===== src/rtl/alu_pkg.sv =====
// alu_pkg: shared definitions between the issue stage and the ALU.
//   - alu_op_e : 5-bit ALU operation code carried on trans_instruct
//   - OP_R / OP_I : RV32I opcodes for register and immediate ALU forms
//   - F3_* : funct3 field values
//   - decode_op : funct3 + alternate bit (instr[30]) -> ALU operation
package alu_pkg;

  typedef enum logic [4:0] {
    ALU_NOP  = 5'd0,
    ALU_ADD  = 5'd1,
    ALU_SUB  = 5'd2,
    ALU_AND  = 5'd3,
    ALU_OR   = 5'd4,
    ALU_XOR  = 5'd5,
    ALU_SLL  = 5'd6,
    ALU_SRL  = 5'd7,
    ALU_SRA  = 5'd8,
    ALU_SLT  = 5'd9,
    ALU_SLTU = 5'd10
  } alu_op_e;

  localparam logic [6:0] OP_R = 7'b0110011;
  localparam logic [6:0] OP_I = 7'b0010011;

  localparam logic [2:0] F3_ADD_SUB = 3'b000;
  localparam logic [2:0] F3_SLL     = 3'b001;
  localparam logic [2:0] F3_SLT     = 3'b010;
  localparam logic [2:0] F3_SLTU    = 3'b011;
  localparam logic [2:0] F3_XOR     = 3'b100;
  localparam logic [2:0] F3_SRL_SRA = 3'b101;
  localparam logic [2:0] F3_OR      = 3'b110;
  localparam logic [2:0] F3_AND     = 3'b111;

  // alt selects SUB over ADD and SRA over SRL; the caller decides whether
  // the alternate form is legal for the instruction format.
  function automatic alu_op_e decode_op(input logic [2:0] funct3, input logic alt);
    alu_op_e op;
    case (funct3)
      F3_ADD_SUB: op = alt ? ALU_SUB : ALU_ADD;
      F3_SLL:     op = ALU_SLL;
      F3_SLT:     op = ALU_SLT;
      F3_SLTU:    op = ALU_SLTU;
      F3_XOR:     op = ALU_XOR;
      F3_SRL_SRA: op = alt ? ALU_SRA : ALU_SRL;
      F3_OR:      op = ALU_OR;
      default:    op = ALU_AND;
    endcase
    return op;
  endfunction

endpackage


===== src/rtl/alu_regfile.sv =====
// alu_regfile: NREG x XLEN register file, x0 reads as zero.
// Ports:
//   clk, rst            clock, synchronous active-high reset (clears array)
//   we, waddr, wdata    synchronous write port (writes to x0 ignored)
//   raddr_a / rdata_a   combinational read port A
//   raddr_b / rdata_b   combinational read port B
// A read of the address being written on the same edge returns the old value.
module alu_regfile
  import alu_pkg::*;
#(
  parameter int XLEN = 32,
  parameter int NREG = 32
) (
  input  logic            clk,
  input  logic            rst,
  input  logic            we,
  input  logic [4:0]      waddr,
  input  logic [XLEN-1:0] wdata,
  input  logic [4:0]      raddr_a,
  output logic [XLEN-1:0] rdata_a,
  input  logic [4:0]      raddr_b,
  output logic [XLEN-1:0] rdata_b
);

  logic [XLEN-1:0] mem [NREG];

  always_ff @(posedge clk) begin
    if (rst) begin
      for (int i = 0; i < NREG; i++) begin
        mem[i] <= '0;
      end
    end else if (we && (waddr != 5'd0)) begin
      mem[waddr] <= wdata;
    end
  end

  assign rdata_a = (raddr_a == 5'd0) ? '0 : mem[raddr_a];
  assign rdata_b = (raddr_b == 5'd0) ? '0 : mem[raddr_b];

endmodule


===== src/rtl/alu_issue.sv =====
// alu_issue: decodes RV32I R/I-type ALU instructions, supplies registered
// operands and op code to the ALU, and writes the ALU result back.
// Optional build macro: ALU_ISSUE_FWD_EN (forward alu_rd_i to a source that
// matches the slot B destination instead of stalling on it).
// Ports:
//   clk_i, rst_i              clock, synchronous active-high reset
//   instr_valid_i, instr_i    instruction offer
//   instr_ready_o             combinational accept indication
//   dmem_rs1_o, dmem_rs2_o    registered ALU operands A/B
//   trans_instruct_o          registered ALU op code (alu_op_e)
//   alu_rd_i                  ALU result, valid the cycle after the ALU edge
//   wb_valid_o/addr_o/data_o  register-file write for this cycle
//   illegal_o                 one-cycle pulse for an accepted unsupported opcode
//
// Handshake: an instruction transfers on a rising edge where
// instr_valid_i && instr_ready_o. instr_ready_o depends only on instr_i and
// the pending-destination slots, never on instr_valid_i; the producer must
// hold instr_i stable while instr_valid_i is high and not yet accepted.
module alu_issue
  import alu_pkg::*;
#(
  parameter int XLEN = 32,
  parameter int NREG = 32
) (
  input  logic            clk_i,
  input  logic            rst_i,
  input  logic            instr_valid_i,
  input  logic [31:0]     instr_i,
  output logic            instr_ready_o,
  output logic [XLEN-1:0] dmem_rs1_o,
  output logic [XLEN-1:0] dmem_rs2_o,
  output logic [4:0]      trans_instruct_o,
  input  logic [XLEN-1:0] alu_rd_i,
  output logic            wb_valid_o,
  output logic [4:0]      wb_addr_o,
  output logic [XLEN-1:0] wb_data_o,
  output logic            illegal_o
);

  // Instruction fields
  logic [6:0]  opcode;
  logic [4:0]  rd, rs1, rs2;
  logic [2:0]  funct3;
  logic [11:0] imm;
  assign opcode = instr_i[6:0];
  assign rd     = instr_i[11:7];
  assign funct3 = instr_i[14:12];
  assign rs1    = instr_i[19:15];
  assign rs2    = instr_i[24:20];
  assign imm    = instr_i[31:20];

  logic is_r, is_i, is_legal;
  assign is_r     = (opcode == OP_R);
  assign is_i     = (opcode == OP_I);
  assign is_legal = is_r | is_i;

  // Destinations in flight; 0 means empty (x0 never creates a hazard).
  logic [4:0] slot_a, slot_b;

  logic [XLEN-1:0] rf_a, rf_b;

  alu_regfile #(.XLEN(XLEN), .NREG(NREG)) u_regfile (
    .clk     (clk_i),
    .rst     (rst_i),
    .we      (wb_valid_o),
    .waddr   (wb_addr_o),
    .wdata   (wb_data_o),
    .raddr_a (rs1),
    .rdata_a (rf_a),
    .raddr_b (rs2),
    .rdata_b (rf_b)
  );

  logic hit_a_rs1, hit_a_rs2, hit_b_rs1, hit_b_rs2;
  assign hit_a_rs1 = is_legal && (slot_a != 5'd0) && (rs1 == slot_a);
  assign hit_a_rs2 = is_r     && (slot_a != 5'd0) && (rs2 == slot_a);
  assign hit_b_rs1 = is_legal && (slot_b != 5'd0) && (rs1 == slot_b);
  assign hit_b_rs2 = is_r     && (slot_b != 5'd0) && (rs2 == slot_b);

  // Slot B's result is on alu_rd_i this cycle but only reaches the array at
  // the next edge, so the array read would be stale.
  logic [XLEN-1:0] src_a, src_b;
`ifdef ALU_ISSUE_FWD_EN
  assign instr_ready_o = !rst_i && !(hit_a_rs1 || hit_a_rs2);
  assign src_a = hit_b_rs1 ? alu_rd_i : rf_a;
  assign src_b = hit_b_rs2 ? alu_rd_i : rf_b;
`else
  assign instr_ready_o = !rst_i && !(hit_a_rs1 || hit_a_rs2 || hit_b_rs1 || hit_b_rs2);
  assign src_a = rf_a;
  assign src_b = rf_b;
`endif

  logic accept;
  assign accept = instr_valid_i && instr_ready_o;

  // instr[30] is the alternate bit: SUB/SRA for R-type, SRAI only for I-type.
  alu_op_e dec_op;
  logic [XLEN-1:0] opnd_b;
  always_comb begin
    dec_op = ALU_NOP;
    opnd_b = src_b;
    if (is_r) begin
      dec_op = decode_op(funct3, instr_i[30]);
    end else if (is_i) begin
      dec_op = decode_op(funct3, (funct3 == F3_SRL_SRA) && instr_i[30]);
      if ((funct3 == F3_SLL) || (funct3 == F3_SRL_SRA)) begin
        opnd_b = {{(XLEN-5){1'b0}}, imm[4:0]};
      end else begin
        opnd_b = {{(XLEN-12){imm[11]}}, imm};
      end
    end
  end

  always_ff @(posedge clk_i) begin
    if (rst_i) begin
      dmem_rs1_o       <= '0;
      dmem_rs2_o       <= '0;
      trans_instruct_o <= ALU_NOP;
      illegal_o        <= 1'b0;
      slot_a           <= 5'd0;
      slot_b           <= 5'd0;
    end else begin
      // Default: bubble into slot A, NOP to the ALU, operands held.
      slot_b           <= slot_a;
      slot_a           <= 5'd0;
      trans_instruct_o <= ALU_NOP;
      illegal_o        <= 1'b0;
      if (accept) begin
        if (is_legal) begin
          dmem_rs1_o       <= src_a;
          dmem_rs2_o       <= opnd_b;
          trans_instruct_o <= dec_op;
          slot_a           <= rd;
        end else begin
          illegal_o <= 1'b1;
        end
      end
    end
  end

  assign wb_valid_o = (slot_b != 5'd0);
  assign wb_addr_o  = slot_b;
  assign wb_data_o  = wb_valid_o ? alu_rd_i : '0;

endmodule


===== config.mk =====
export PLATFORM = sky130hd
export DESIGN_NAME = alu_issue
export DESIGN_NICKNAME = d
export VERILOG_FILES = /design/src/rtl/alu_pkg.sv /design/src/rtl/alu_regfile.sv /design/src/rtl/alu_issue.sv
export SDC_FILE = /design/constraint.sdc
export NUM_CORES = 2
export LEC_CHECK = 0
export ABC_AREA = 1
export CAP_MARGIN = 25
export CORE_ASPECT_RATIO = 0.75
export CORE_MARGIN = 2
export CORE_UTILIZATION = 33
export DETAILED_ROUTE_END_ITERATION = 7
export HOLD_SLACK_MARGIN = 0.03
export RECOVER_POWER = 25
export SLEW_MARGIN = 20
export SYNTH_ARGS = -nofsm -noshare
export SYNTH_HDL_FRONTEND = slang
export SYNTH_HIERARCHICAL = 1
export SYNTH_SLANG_ARGS = --single-unit

===== constraint.sdc =====
create_clock -name clk_i -period 3 [get_ports clk_i]
set_clock_uncertainty 0.1 [all_clocks]
set_input_delay 0.9 -clock clk_i [delete_from_list [all_inputs] [get_ports clk_i]]
set_output_delay 0.9 -clock clk_i [all_outputs]
set_load 0.02 [all_outputs]

==> impl_metrics.yaml <==
timing:
  final-setup-viol-count: 1068
  postLayoutSetupSlackWorst_ps: -335
  slew_headroom_pct: 7.60
  finalHoldViolCount: 0
  rsz0062_at_grt: "yes"
  worst_slew_pin_slew_ps: 1390
  slew_violations: 0
  finalCritPeriodShare_pct: 111
  fmax_mhz: 300
  finalCriticalPeriod_ps: 3340
global_route:
  grt_first_pass_wirelength_um: 374000
  grt_pass1_vias: 56100
  grt_usage_pct: 26.6
  antenna_found_initial: 12
  grt_max_degree: 74
  grt_overflow: 0
setup_path:
  worstPathArrival_ps: 2340
  slowest_stage: "dfxtp_2"
  crit_path_start_kind: "flip-flop"
  max_stage_delay_ps: 320
  worst-path-buf-inv: 6
  cp.required_ps: 2000
  worst-setup-path-type: "flip-flop to primary output"
  path_max_fanout: 8
  crit_path_end_kind: "primary output"
  critPathTopFamily: "buffers and inverters"
  cp_cell_sequence: "buf_6 > nor2_4 > nand2_2 > nor2_4 > clkinv_8 > buf_12 > clkbuf_16 > nand2_2 > inv_2 > buf_6"
final_layout:
  final_common_cell: "nand2_1"
  final_nets: 8331
  drive_gt1_share_pct: 11.9
  final_core_util_pct: 40.4
  final_cell_mix: "2,189 x nand2_1, 1,943 x nor2_1, 1,024 x edfxtp_1"
  area_growth_pct: 21.7
power_and_ir_drop:
  p_leak_uw: 0.0294
  pwr-share-clk_pct: 38.9
  p_sw_share_pct: 27.5
  pwr-share-seq_pct: 46.9
  power.share.combinational_pct: 14.2
  internal_power_uw: 27200
  power.density_nw_per_um2: 507
  power.switching_uw: 10300
  max-vdd-ir-drop_mv: 0.509
route:
  drtIter0Drc: 9550
  firstDrtPassIters: 7
  antenna_left: 0
  wire_per_inst_um: 24.1
  vias: 60100
  viasPerCell: 5.58
  drc: 0
  wl_um: 260000
placement:
  dp_worst_setup_slack_ps: -700
  io_buffer_count: 174
  gp_congestion: 0.933
  place_hpwl_um: 167000
floorplan:
  start_util_pct: 33.2
  dieHeight_um: 376
  design.core.area_um2: 183000
  die_w_um: 500
  die-area_um2: 188000
  io_pins: 176
  rows: 136
clock_tree:
  cts-root-buf: "clkbuf_16"
  ctsHoldBuffers: 0
  htree_levels: 3
  cts_tree: "built"
  clock_latency_ps: 760
  cts.clk_slew.worst_paths_ps: 60
  cts_buffers: 114
  cts_sinks: 1103
  clock_path_buffers: 3
yosys:
  yosysWarningCount: 6
  synth_area_um2: 60900
  syn_area_per_cell_um2: 7.66
  syn_inst: 7950
  synth_cell_type_count: 28
  synth_seq_cells: 1103
  yosysSeqAreaShare_pct: 53.1
worst_hold_path:
  hold_class: "flip-flop to flip-flop"
run_status:
  status: "complete, but fails checks"
  failed_checks: "negative setup slack"
run:
  maxCapViolations: 0
[stage by stage]
| step | std cells | total power, µW | TNS (ps) | area [µm²] | hold WS, ps |
|---|---|---|---|---|---|
| finish | 10800 | 37600 | -90310 | 74100 | 384 |
| global route | 10800 | 38600 | -268540 | 74100 | 406 |
| CTS | 10800 | 37400 | -7730 | 73700 | 385 |
| detailed placement | 10500 | 23000 | -27670 | 70000 | 371 |
| global placement | 10500 | 22900 | -31500 | 70000 | 364 |
| floorplan | 7981 | 20400 | 0 | 61100 | 351 |
[power groups by stage]
stage	clock, µW	combinational, µW	sequential (µW)
after floorplan	0	2600	17800
after global placement	0	5050	17900
after detailed placement	0	5090	17900
after CTS	14700	5110	17600
after global routing	15300	5640	17700
final	14600	5340	17600
[area by class of cell]
class                      count  area [µm²]
clock buffer                 142        3040
tap                         2415        3020
inverter                     272        1080
clock inverter                71         659
multi-input combinational   5935       25000
fill                       17900      109000
antenna                        3        7.51
timing repair buffer         838        8970
sequential                  1103       32300
[cells by family after synthesis]
logic type	after synthesis	synth area share, %
compound gates	596	4.99
xor+xnor	19	0.273
buf+inv	943	6.59
flops	1103	53.1
other cells	2	0.0123
simple gates	5287	35.0
[cell usage after synthesis (all sizes together)]
cell type | instances | share of area (%)
nand2 | 2266 | 14
nor2 | 1950 | 12
edfxtp | 1024 | 51
nand3 | 992 | 8.2
o21ai | 438 | 3.6
buf | 362 | 3.0
clkbuf | 309 | 1.9
inv | 269 | 1.7
a21oi | 136 | 1.1
dfxtp | 79 | 2.6
nand4 | 67 | 0.70
o211ai | 22 | 0.27
xnor2 | 15 | 0.22
nor3 | 11 | 0.090
xor2 | 4 | 0.058
clkinv | 3 | 0.018
conb | 2 | 0.012
nor3b | 1 | 0.031
[path summary, 6_finish.rpt]
check                                to  cells past startpoint  slack [ps]           start
hold reg to reg          dmem_rs2_o[20]                      2         380  dmem_rs2_o[20]
setup reg to reg  u_regfile/mem[27][28]                     13        -190    wb_addr_o[3]
setup / recovery           wb_data_o[5]                     10        -340    wb_addr_o[1]
hold / removal           dmem_rs2_o[20]                      2         380  dmem_rs2_o[20]
[flip-flops by register name (all words and copies together) (netlist names)]
| register | count |
|---|---|
| wb_addr_o | 5 |
| trans_instruct_o | 4 |
| u_regfile/mem | 1024 |
| slot_a | 5 |
| dmem_rs1_o | 32 |
| illegal_o | 1 |
| dmem_rs2_o | 32 |
[layer usage]
metal | global-route usage (%) | wire, µm
met1 | 36.9 | 101000
met2 | 38.3 | 106000
met3 | 9.24 | 42400
met4 | 9.50 | 10900
met5 | 0 | 252
[timing repair]
action | CTS | global route
gates resized for setup | 126 | 161
pin swaps | 0 | 20
buffers inserted | 0 | 14
setup endpoints to repair | 38 | 35
cloned | 0 | 3
[worst register-to-register path, cell delays in order (launching register included)]
cell	delay, ps
dfxtp_2	380
clkbuf_1	540
inv_1	230
nand3_1	150
inv_1	130
nand2_1	90
nand3_1	60
inv_1	110
nand3_1	80
inv_1	270
buf_4	240
nand2_2	80
nand2_2	130
buf_4	280
(Power assumes the default switching activity.)
